--- src/rtl/rx_udp_payload_extractor.sv ---
// rx_udp_payload_extractor: pops beats from the RX CDC FIFO, parses the
// Ethernet/IPv4/UDP header in flight and streams only the UDP payload of
// frames addressed to UDP_PORT. Cut-through with a one-byte hold register so
// the final payload byte can carry tlast/tuser once the frame end is known.
// Optional feature: define RX_MAC_FILTER_EN to also filter on destination MAC
// (LOCAL_MAC, multicast or broadcast accepted).
module rx_udp_payload_extractor #(
    parameter logic [15:0] UDP_PORT  = 16'd14310,
    parameter logic [47:0] LOCAL_MAC = 48'h02_00_00_00_00_01
) (
    input  logic       clk,
    input  logic       rst,
    input  logic [9:0] fifo_dout,
    input  logic       fifo_dout_valid,
    input  logic       fifo_empty,
    output logic       fifo_rd_en,
    output logic [7:0] m_axis_tdata,
    output logic       m_axis_tvalid,
    output logic       m_axis_tlast,
    output logic       m_axis_tuser,
    output logic       frame_drop
);

    localparam int unsigned CNT_W = 11;
    localparam int unsigned REM_W = 16;

    localparam logic [CNT_W-1:0] CNT_MAX      = '1;
    localparam logic [CNT_W-1:0] IDX_MAC_LAST = CNT_W'(5);
    localparam logic [CNT_W-1:0] IDX_ETYPE_LO = CNT_W'(13);
    localparam logic [CNT_W-1:0] IDX_VER_IHL  = CNT_W'(14);
    localparam logic [CNT_W-1:0] IDX_FRAG_LO  = CNT_W'(21);
    localparam logic [CNT_W-1:0] IDX_PROTO    = CNT_W'(23);
    localparam logic [CNT_W-1:0] IDX_DPORT_LO = CNT_W'(37);
    localparam logic [CNT_W-1:0] IDX_ULEN_LO  = CNT_W'(39);
    localparam logic [CNT_W-1:0] IDX_HDR_LAST = CNT_W'(41);

    typedef enum logic [1:0] {
        S_HDR     = 2'd0,
        S_PAYLOAD = 2'd1,
        S_PAD     = 2'd2,
        S_DROP    = 2'd3
    } state_t;

    state_t           state, state_nxt;
    logic [CNT_W-1:0] byte_cnt, byte_cnt_nxt;
    logic [7:0]       prev_byte, prev_byte_nxt;
    logic [REM_W-1:0] remaining, remaining_nxt;
    logic [7:0]       hold_data, hold_data_nxt;
    logic             hold_vld, hold_vld_nxt;
    logic             flush_pend, flush_pend_nxt;
    logic [7:0]       flush_data, flush_data_nxt;
    logic             flush_user, flush_user_nxt;
    logic [7:0]       tdata_nxt;
    logic             tvalid_nxt, tlast_nxt, tuser_nxt, drop_nxt;
    logic             hdr_bad;

    logic [7:0] din_data;
    logic       din_last;
    logic       din_user;

    assign din_data   = fifo_dout[7:0];
    assign din_last   = fifo_dout[8];
    assign din_user   = fifo_dout[9];

    // The block never stalls: pop whenever the FIFO has data
    assign fifo_rd_en = ~fifo_empty;

`ifdef RX_MAC_FILTER_EN
    logic [7:0] mac_byte;
    logic       mac_ok;
    logic       mcast;

    // Station MAC byte expected at the current destination-address position
    always_comb begin
        mac_byte = 8'h00;
        case (byte_cnt)
            CNT_W'(0): mac_byte = LOCAL_MAC[47:40];
            CNT_W'(1): mac_byte = LOCAL_MAC[39:32];
            CNT_W'(2): mac_byte = LOCAL_MAC[31:24];
            CNT_W'(3): mac_byte = LOCAL_MAC[23:16];
            CNT_W'(4): mac_byte = LOCAL_MAC[15:8];
            CNT_W'(5): mac_byte = LOCAL_MAC[7:0];
            default:   mac_byte = 8'h00;
        endcase
    end

    // Accumulate destination MAC match over bytes 0-4; byte 5 is judged inline
    always_ff @(posedge clk) begin
        if (rst) begin
            mac_ok <= 1'b0;
            mcast  <= 1'b0;
        end else if (fifo_dout_valid && (state == S_HDR)) begin
            if (byte_cnt == CNT_W'(0)) begin
                mac_ok <= (din_data == mac_byte);
                mcast  <= din_data[0];
            end else if (byte_cnt < IDX_MAC_LAST) begin
                mac_ok <= mac_ok && (din_data == mac_byte);
            end
        end
    end
`else
    logic unused_local_mac;
    assign unused_local_mac = ^LOCAL_MAC;
`endif

    // Header field check for the byte currently presented
    always_comb begin
        hdr_bad = 1'b0;
        case (byte_cnt)
`ifdef RX_MAC_FILTER_EN
            IDX_MAC_LAST: hdr_bad = !(mcast || (mac_ok && (din_data == mac_byte)));
`endif
            IDX_ETYPE_LO: hdr_bad = ({prev_byte, din_data} != 16'h0800);
            IDX_VER_IHL:  hdr_bad = (din_data != 8'h45);
            IDX_FRAG_LO:  hdr_bad = ((prev_byte & 8'h3F) != 8'h00) || (din_data != 8'h00);
            IDX_PROTO:    hdr_bad = (din_data != 8'h11);
            IDX_DPORT_LO: hdr_bad = ({prev_byte, din_data} != UDP_PORT);
            IDX_ULEN_LO:  hdr_bad = ({prev_byte, din_data} < 16'd9);
            default:      hdr_bad = 1'b0;
        endcase
    end

    // Next-state, hold/flush bookkeeping and next output values
    always_comb begin
        state_nxt      = state;
        byte_cnt_nxt   = byte_cnt;
        prev_byte_nxt  = prev_byte;
        remaining_nxt  = remaining;
        hold_data_nxt  = hold_data;
        hold_vld_nxt   = hold_vld;
        flush_pend_nxt = 1'b0;
        flush_data_nxt = flush_data;
        flush_user_nxt = flush_user;
        tdata_nxt      = 8'h00;
        tvalid_nxt     = 1'b0;
        tlast_nxt      = 1'b0;
        tuser_nxt      = 1'b0;
        drop_nxt       = 1'b0;

        // Final byte of a datagram that ended in PAYLOAD goes out one cycle late;
        // the next frame is still in its header, so nothing else is emitted now
        if (flush_pend) begin
            tvalid_nxt = 1'b1;
            tdata_nxt  = flush_data;
            tlast_nxt  = 1'b1;
            tuser_nxt  = flush_user;
        end

        if (fifo_dout_valid) begin
            prev_byte_nxt = din_data;
            if (din_last) begin
                byte_cnt_nxt = '0;
            end else if (byte_cnt != CNT_MAX) begin
                byte_cnt_nxt = byte_cnt + CNT_W'(1);
            end

            case (state)
                S_HDR: begin
                    if (byte_cnt == IDX_ULEN_LO) begin
                        remaining_nxt = {prev_byte, din_data} - REM_W'(8);
                    end
                    if (din_last) begin
                        drop_nxt = 1'b1;
                    end else if (hdr_bad) begin
                        state_nxt = S_DROP;
                    end else if (byte_cnt == IDX_HDR_LAST) begin
                        state_nxt = S_PAYLOAD;
                    end
                end
                S_PAYLOAD: begin
                    if (hold_vld) begin
                        tvalid_nxt = 1'b1;
                        tdata_nxt  = hold_data;
                    end
                    remaining_nxt = remaining - REM_W'(1);
                    if (din_last) begin
                        flush_pend_nxt = 1'b1;
                        flush_data_nxt = din_data;
                        flush_user_nxt = din_user || (remaining != REM_W'(1));
                        hold_vld_nxt   = 1'b0;
                        state_nxt      = S_HDR;
                    end else begin
                        hold_data_nxt = din_data;
                        hold_vld_nxt  = 1'b1;
                        if (remaining == REM_W'(1)) begin
                            state_nxt = S_PAD;
                        end
                    end
                end
                S_PAD: begin
                    if (din_last) begin
                        tvalid_nxt   = 1'b1;
                        tdata_nxt    = hold_data;
                        tlast_nxt    = 1'b1;
                        tuser_nxt    = din_user;
                        hold_vld_nxt = 1'b0;
                        state_nxt    = S_HDR;
                    end
                end
                S_DROP: begin
                    if (din_last) begin
                        drop_nxt  = 1'b1;
                        state_nxt = S_HDR;
                    end
                end
                default: state_nxt = S_HDR;
            endcase
        end
    end

    // State, datapath and output registers
    always_ff @(posedge clk) begin
        if (rst) begin
            state         <= S_HDR;
            byte_cnt      <= '0;
            prev_byte     <= 8'h00;
            remaining     <= '0;
            hold_data     <= 8'h00;
            hold_vld      <= 1'b0;
            flush_pend    <= 1'b0;
            flush_data    <= 8'h00;
            flush_user    <= 1'b0;
            m_axis_tdata  <= 8'h00;
            m_axis_tvalid <= 1'b0;
            m_axis_tlast  <= 1'b0;
            m_axis_tuser  <= 1'b0;
            frame_drop    <= 1'b0;
        end else begin
            state         <= state_nxt;
            byte_cnt      <= byte_cnt_nxt;
            prev_byte     <= prev_byte_nxt;
            remaining     <= remaining_nxt;
            hold_data     <= hold_data_nxt;
            hold_vld      <= hold_vld_nxt;
            flush_pend    <= flush_pend_nxt;
            flush_data    <= flush_data_nxt;
            flush_user    <= flush_user_nxt;
            m_axis_tdata  <= tdata_nxt;
            m_axis_tvalid <= tvalid_nxt;
            m_axis_tlast  <= tlast_nxt;
            m_axis_tuser  <= tuser_nxt;
            frame_drop    <= drop_nxt;
        end
    end

endmodule
--- config.mk ---
export PLATFORM = sky130hd
export DESIGN_NAME = rx_udp_payload_extractor
export DESIGN_NICKNAME = d
export VERILOG_FILES = /design/src/rtl/rx_udp_payload_extractor.sv
export SDC_FILE = /design/constraint.sdc
export NUM_CORES = 1
export LEC_CHECK = 0
export CORE_MARGIN = 2
export CORE_UTILIZATION = 40
export CTS_BUF_LIST = sky130_fd_sc_hd__clkbuf_4 sky130_fd_sc_hd__clkbuf_8 sky130_fd_sc_hd__clkbuf_16
export DETAILED_ROUTE_END_ITERATION = 8
export GPL_TIMING_DRIVEN = 1
export PLACE_DENSITY = 0.62
export SETUP_SLACK_MARGIN = 0.02
export SYNTH_ARGS = -nofsm -noshare
export SYNTH_HDL_FRONTEND = slang
export SYNTH_SLANG_ARGS = --single-unit
--- constraint.sdc ---
create_clock -name clk -period 3.1 [get_ports clk]
set_input_delay 0.31 -clock clk [delete_from_list [all_inputs] [get_ports clk]]
set_output_delay 0.31 -clock clk [all_outputs]
set_load 0.05 [all_outputs]
Word level (Yosys, flattened, before mapping). Index checks and enable logic that the tools add are counted.

Divide/modulo/power cells: 0. Multipliers: 0. Add/subtract/negate cells: 3. Equality and inequality tests: 23. Bitwise logic cells: 5. Reductions and logical operators: 18. Mux-type cells: 32. Magnitude comparators: 1. Shift operators: 0.

Operator list (number): == test 11 x 6 -> 1 bit, second input constant (3); two-way mux 8 bit (4); case mux 16 bit (2 select lines) (1); == test 11 x 4 -> 1 bit, second input constant (2); == test 11 x 5 -> 1 bit, second input constant (2); two-way mux 11 bit (2); == test 16 x 1 -> 1 bit, second input constant (1); < comparator 16 x 4 -> 1 bit, second input constant (1); two-way mux 16 bit (1); != test 16 x 1 -> 1 bit, second input constant (1); != test 16 x 12 -> 1 bit, second input constant (1); != test 16 x 14 -> 1 bit, second input constant (1); case mux 8 bit (2 select lines) (1); nonzero test 8 bit (2); subtractor 16 x 1 -> 16 bit, second input constant (1); subtractor 16 x 4 -> 16 bit, second input constant (1); two-way mux 1 bit (13); two-way mux 2 bit (6); AND reduction 3 bit (4); adder 11 x 1 -> 11 bit, second input constant (1); != test 11 bit, second input constant (1); != test 8 x 5 -> 1 bit, second input constant (1); != test 8 x 7 -> 1 bit, second input constant (1); != test 2 bit, second input constant (3); 15 further kinds (27).

ROM bits: 0. Bits in writable memories: 0. Output and inout port bits: 13. Bits in latches: 0. Bits in registers: 68. Memories: 0. Input bits: 14.

Depth between registers and ports, before layout.
Depth in word-level cells: 6. Depth in mapped cells: 10.

Worst setup path before layout. OpenSTA, ideal clock, no wires.

Kind: register -> register. Start: register byte_cnt[6]. End: register state[1]. Library setup time: 87 ps. Path slack: 877 ps. Cell stages (with the launch flop): 8. Clock period less this slack: 2223 ps. Required time: 3013 ps. Buffers on the path: 1. Arrival: 2136 ps. Cells stage by stage: dfxtp_1 -> or4_1 -> buf_2 -> or4_1 -> a41oi_2 -> a311oi_1 -> a2111o_1 -> o31ai_1.

Cells in the longest elaborated chain, start to end: 5. Elaborated cells between the ends (all ways): 13. Classes of those cells: eq/ne: 8; mux: 4; reduce/logical: 1.

Ends and longest elaborated chain: start, declared (RTL line 45) `logic [CNT_W-1:0] byte_cnt, byte_cnt_nxt;`; start signal, assigned (RTL line 230) `byte_cnt <= byte_cnt_nxt;`; == test 11 x 6 -> 1 bit, or another cell as far along (RTL line 109) `case (byte_cnt)`; case mux 1 bit (6 select lines) (RTL line 109); two-way mux 2 bit (RTL line 164) `end else if (hdr_bad) begin`; two-way mux 2 bit (RTL line 162) `if (din_last) begin`; case mux 2 bit (3 select lines) (RTL line 157) `case (state)`; end signal, assigned (RTL line 229) `state <= state_nxt;`; end, declared (RTL line 44) `state_t state, state_nxt;`.

Parallel ways exist; a longest one is shown, timed or not. The select of a mux whose other input is x is not followed. A chain may end at the register's enable or synchronous reset.

Worst setup path after layout. Ends and elaborated chain as after synthesis.

==> results by stage <==
Run status:
- The run finished with clean final reports.

Global route:
- The total global routing overflow is 0.
- For this run, global-route usage on met3 was measured as 0.0468.
- In the global route stage, met1 resource usage came out at 0.258.
- For met2 alone, demand over resource in global routing was 0.299.
- Entering global routing, the biggest net connects 45 pins.
- The first global-routing pass estimated 15100 um of wire.
- The number of global-route vias before repair is 3001.
- The number of antenna violations at the first check in global routing is 0.
- The all-layer global routing usage is 0.191.
- The busiest metal layer after global routing is met2.

Drt:
- The final wirelength is 9110 um.
- The initial DRC count is 228.
- The number of optimization iterations in the first detailed-route pass is 4.
- For this run, design rule violations remaining after detail routing come to 0.
- The total vias in the final route is 3319.
- The mean number of vias per cell is 5.62.
- The post-detailed-route wirelength per cell is 15.4 um.
- In this run the remaining antenna-violating nets after routing total 0.

Synth:
- The share of async-settable or async-resettable flops after synthesis is 0.
- After synthesis, the largest family of logic cells by area is simple AND/OR/NAND/NOR gates.
- Synthesis produced a netlist with a net count of 491.
- The share of synthesized area occupied by flip-flops and latches is 0.378.
- The most frequently used cell type in the post-synthesis netlist is dfxtp_1.
- Yosys attributes the largest share of cell area to dfxtp_1, nand2_1, nor2_1, a21oi_1, ha_1.
- By count the netlist is led by dfxtp_1, nand2_1, nor2_1.
- The post-synthesis compound-gate area fraction is 0.184.
- The share of synthesized cell area in and, or, nand and nor gates is 0.279.
- In this run the cell area of the synthesized design comes to 3600 um2.
- Of the total synthesized cell area, the portion taken by XOR and XNOR cells is 0.0413.
- In the synthesized netlist the dominant register cell turns out to be dfxtp_1.
- The portion of synthesized area spent on multiplexers is 0.0250.
- A synthesized cell averages 7.74 um2.
- The synthesized netlist cell count is 466.
- The biggest area contributor in the post-synthesis netlist is dfxtp_1.
- The synthesized-area fraction occupied by adder cells is 0.0382.
- The number of enable-type register cells in the synthesized netlist is 0.
- The distinct cell type count after synthesis is 50.
- The area share of the leading cell type in the synthesized netlist is 0.378.
- In this run, synthesis produced a sequential element count of 68.
- The count of warnings emitted by yosys is 0.

Power:
- The analysis attributes to cell leakage a power of 0.00144 uW.
- IR analysis of the VDD net gives a maximum drop of 0.000220 V.
- The overall power of the completed layout is 1810 uW.
- The power density normalized to cell area is 437 nW/um2.

Clock network:
- After clock tree synthesis, the clock-pin slew on the worst setup and hold paths is 0.08 ns.
- The number of buffers inserted during clock tree synthesis is 9.
- After clock tree synthesis, the setup repair step added 0 buffers.
- For the worst-skew pair, the clock arrives at the later sink with an insertion delay of 0.35 ns.
- The clock tree synthesis step divided the H-tree into 3 levels.
- The hold-fix buffer count after cts is 0.
- The TritonCTS clock tree is built.
- The number of gates resized after CTS was 0.
- The maximum buffer depth of the clock tree is 2.
- The cell at the root of the clock tree is clkbuf_8.
- CTS saw 68 sinks.

Final layout:
- The final cell count without fillers is 591.
- The fraction of layout cells with a size suffix above 1 is 0.0600.
- The area growth from synthesis to layout is 15.0%.
- The count of nets after finishing is 503.
- The layout has 845 filler cells.
- The number of diodes added for antenna fixing is 0.

Place:
- The count of buffers added on input and output ports is 26.
- Routability-driven placement finished with a final weighted congestion of 0.857.
- The post-DP HPWL is 6250 um.
- The number of cells in the design after placement is 575.
- The setup slack at placement is 0.497 ns.

Setup path:
- The critical path required time is 3.37 ns.
- The slowest stage of the critical path belongs to the cell or4_1.
- The critical path capture point type is a flop.
- Counting stages on the worst path, the most repeated cell is or4_1.
- The maximum fanout encountered on the critical timing path is 6.
- STA classifies the critical path startpoint as a flop.
- The worst setup path is of the reg -> reg kind.
- The largest single stage delay on the critical path is 0.63 ns.
- The critical path arrival is 2.63 ns.
- The critical path goes through or4_1, or4_1, a31oi_1, a311oi_1, a2111o_1, o31ai_1.

Timing:
- The number of hold violations in the final report came to 0.
- For the pin with the worst max-slew slack, the measured transition is 0.818 ns.
- The worst path in the final design needs a cycle of 2.37 ns, including I/O delays and setup.
- The number of pins with negative max-slew slack in the final report came to 0.
- The setup TNS is 0 ns.
- Final hold analysis gives a worst-case slack of 0.458 ns.
- In the post-route analysis, the smallest setup slack over all paths is 0.735 ns.
- Headroom to the max-slew limit came out at 0.451.
- Setup repair after global routing left no endpoint under its margin.
- Static timing analysis puts the maximum clock frequency at 0.423 GHz.
- The portion of the clock cycle consumed by the worst path in the final layout is 0.763.
- On the final layout, the worst clock skew is 0.00686 ns.
- The final-report setup violation count is 0.

Floorplan:
- The core footprint is 8720 um2.
- The initial utilization of the core area, before any placement, comes to 0.413.
- The initialized floorplan defines 34 standard-cell rows.
- The height of the die is 98.9 um.
- The floorplan step defined a die boundary enclosing 9790 um2.
- The width of the die is 98.9 um.
- 27 I/O pins were placed.

Job:
- The max-capacitance violation count is 0.

Worst hold path:
- The type of the tightest min-delay check is reg -> reg.
layout make-up:
class	instances	area, um2	area share
clock inverters	7	83.8	0.0202
flip-flops and latches	68	1360	0.329
multi-input cells	346	2050	0.494
clock buffers	9	124	0.0299
repair buffers	36	330	0.0797
inverters	17	63.8	0.0154
well taps	108	135	0.0326
where the power goes:
group	switching (uW)	internal [uW]	total, uW
combinational	80.6	53.2	134
sequential	11.1	881	892
clock	398	385	783
total	490	1320	1810
sequential cells by signal, summed over array words and instances (netlist names), 2 cells and up:
| signal | count |
|---|---|
| byte_cnt | 11 |
| flush_data | 8 |
| hold_data | 8 |
| m_axis_tdata | 8 |
| prev_byte | 8 |
| remaining | 16 |
| state | 2 |
path summary, 6_finish.rpt:
path,start,slack [ns],depth (start not counted),end
min reg2reg,flush_data[4]$_SDFFE_PP0P_,0.46,2,flush_data[4]$_SDFFE_PP0P_
max reg2reg,byte_cnt[6]$_SDFFE_PP0P_,0.73,6,state[1]$_SDFFE_PP0P_
max,byte_cnt[6]$_SDFFE_PP0P_,0.73,6,state[1]$_SDFFE_PP0P_
min,flush_data[4]$_SDFFE_PP0P_,0.46,2,flush_data[4]$_SDFFE_PP0P_
layer usage:
layer | share of wire | wire length (um) | vias to the layer above
met3 | 0.036 | 324 | 16
met5 | 0 | 0 | -
li1 | - | - | 1674
met2 | 0.47 | 4300 | 59
met1 | 0.48 | 4340 | 1570
met4 | 0.016 | 143 | 0
stage by stage:
step            util  cell area [um2]
2_1_floorplan      -             3600
3_3_place_gp   0.451             3940
3_5_place_dp   0.451             3940
4_1_cts        0.475             4140
5_1_grt        0.475             4140
6_report       0.475             4140
cells by family (layout without fill, tap and decap cells):
kind of cell             count (synthesis)  count (layout)
XOR/XNOR                                17              17
AO/OA/AOI/OAI                          105             105
multiplexers                             9               9
flip-flops                              68              68
buffers and inverters                   52              69
adder cells (fa/ha/maj)                 11              11
AND/OR/NAND/NOR                        204             204
cells in the final DEF (no fill, tap or decap), drive strengths merged, types with 4 or more instances in the layout:
| master | synthesis | layout |
|---|---|---|
| ha | 11 | 11 |
| and3 | 4 | 4 |
| o22ai | 6 | 6 |
| buf | 7 | 11 |
| a22oi | 12 | 12 |
| mux2i | 9 | 9 |
| nor3 | 16 | 16 |
| or4 | 5 | 5 |
| nor2 | 52 | 52 |
| inv | 17 | 20 |
| nand3 | 16 | 16 |
| a31oi | 4 | 4 |
| nand2 | 58 | 58 |
| nor4 | 8 | 8 |
| nand2b | 7 | 7 |
| dfxtp | 68 | 68 |
| xnor2 | 8 | 8 |
| clkbuf | 28 | 9 |
| or3 | 8 | 8 |
| nand4 | 5 | 5 |
| xor2 | 9 | 9 |
| clkdlybuf4s50 | 0 | 25 |
| a21oi | 37 | 37 |
| o21ai | 19 | 19 |
| a211oi | 7 | 7 |
| nand4b | 5 | 5 |
critical path, delay by kind of cell (launching register included):
kind | cells | cell delay, ns
and+or+nand+nor | 2 | 1.15
AOI/OAI and AO/OA | 4 | 0.77
DFF | 1 | 0.35
Power figures use the tool's default switching activity.
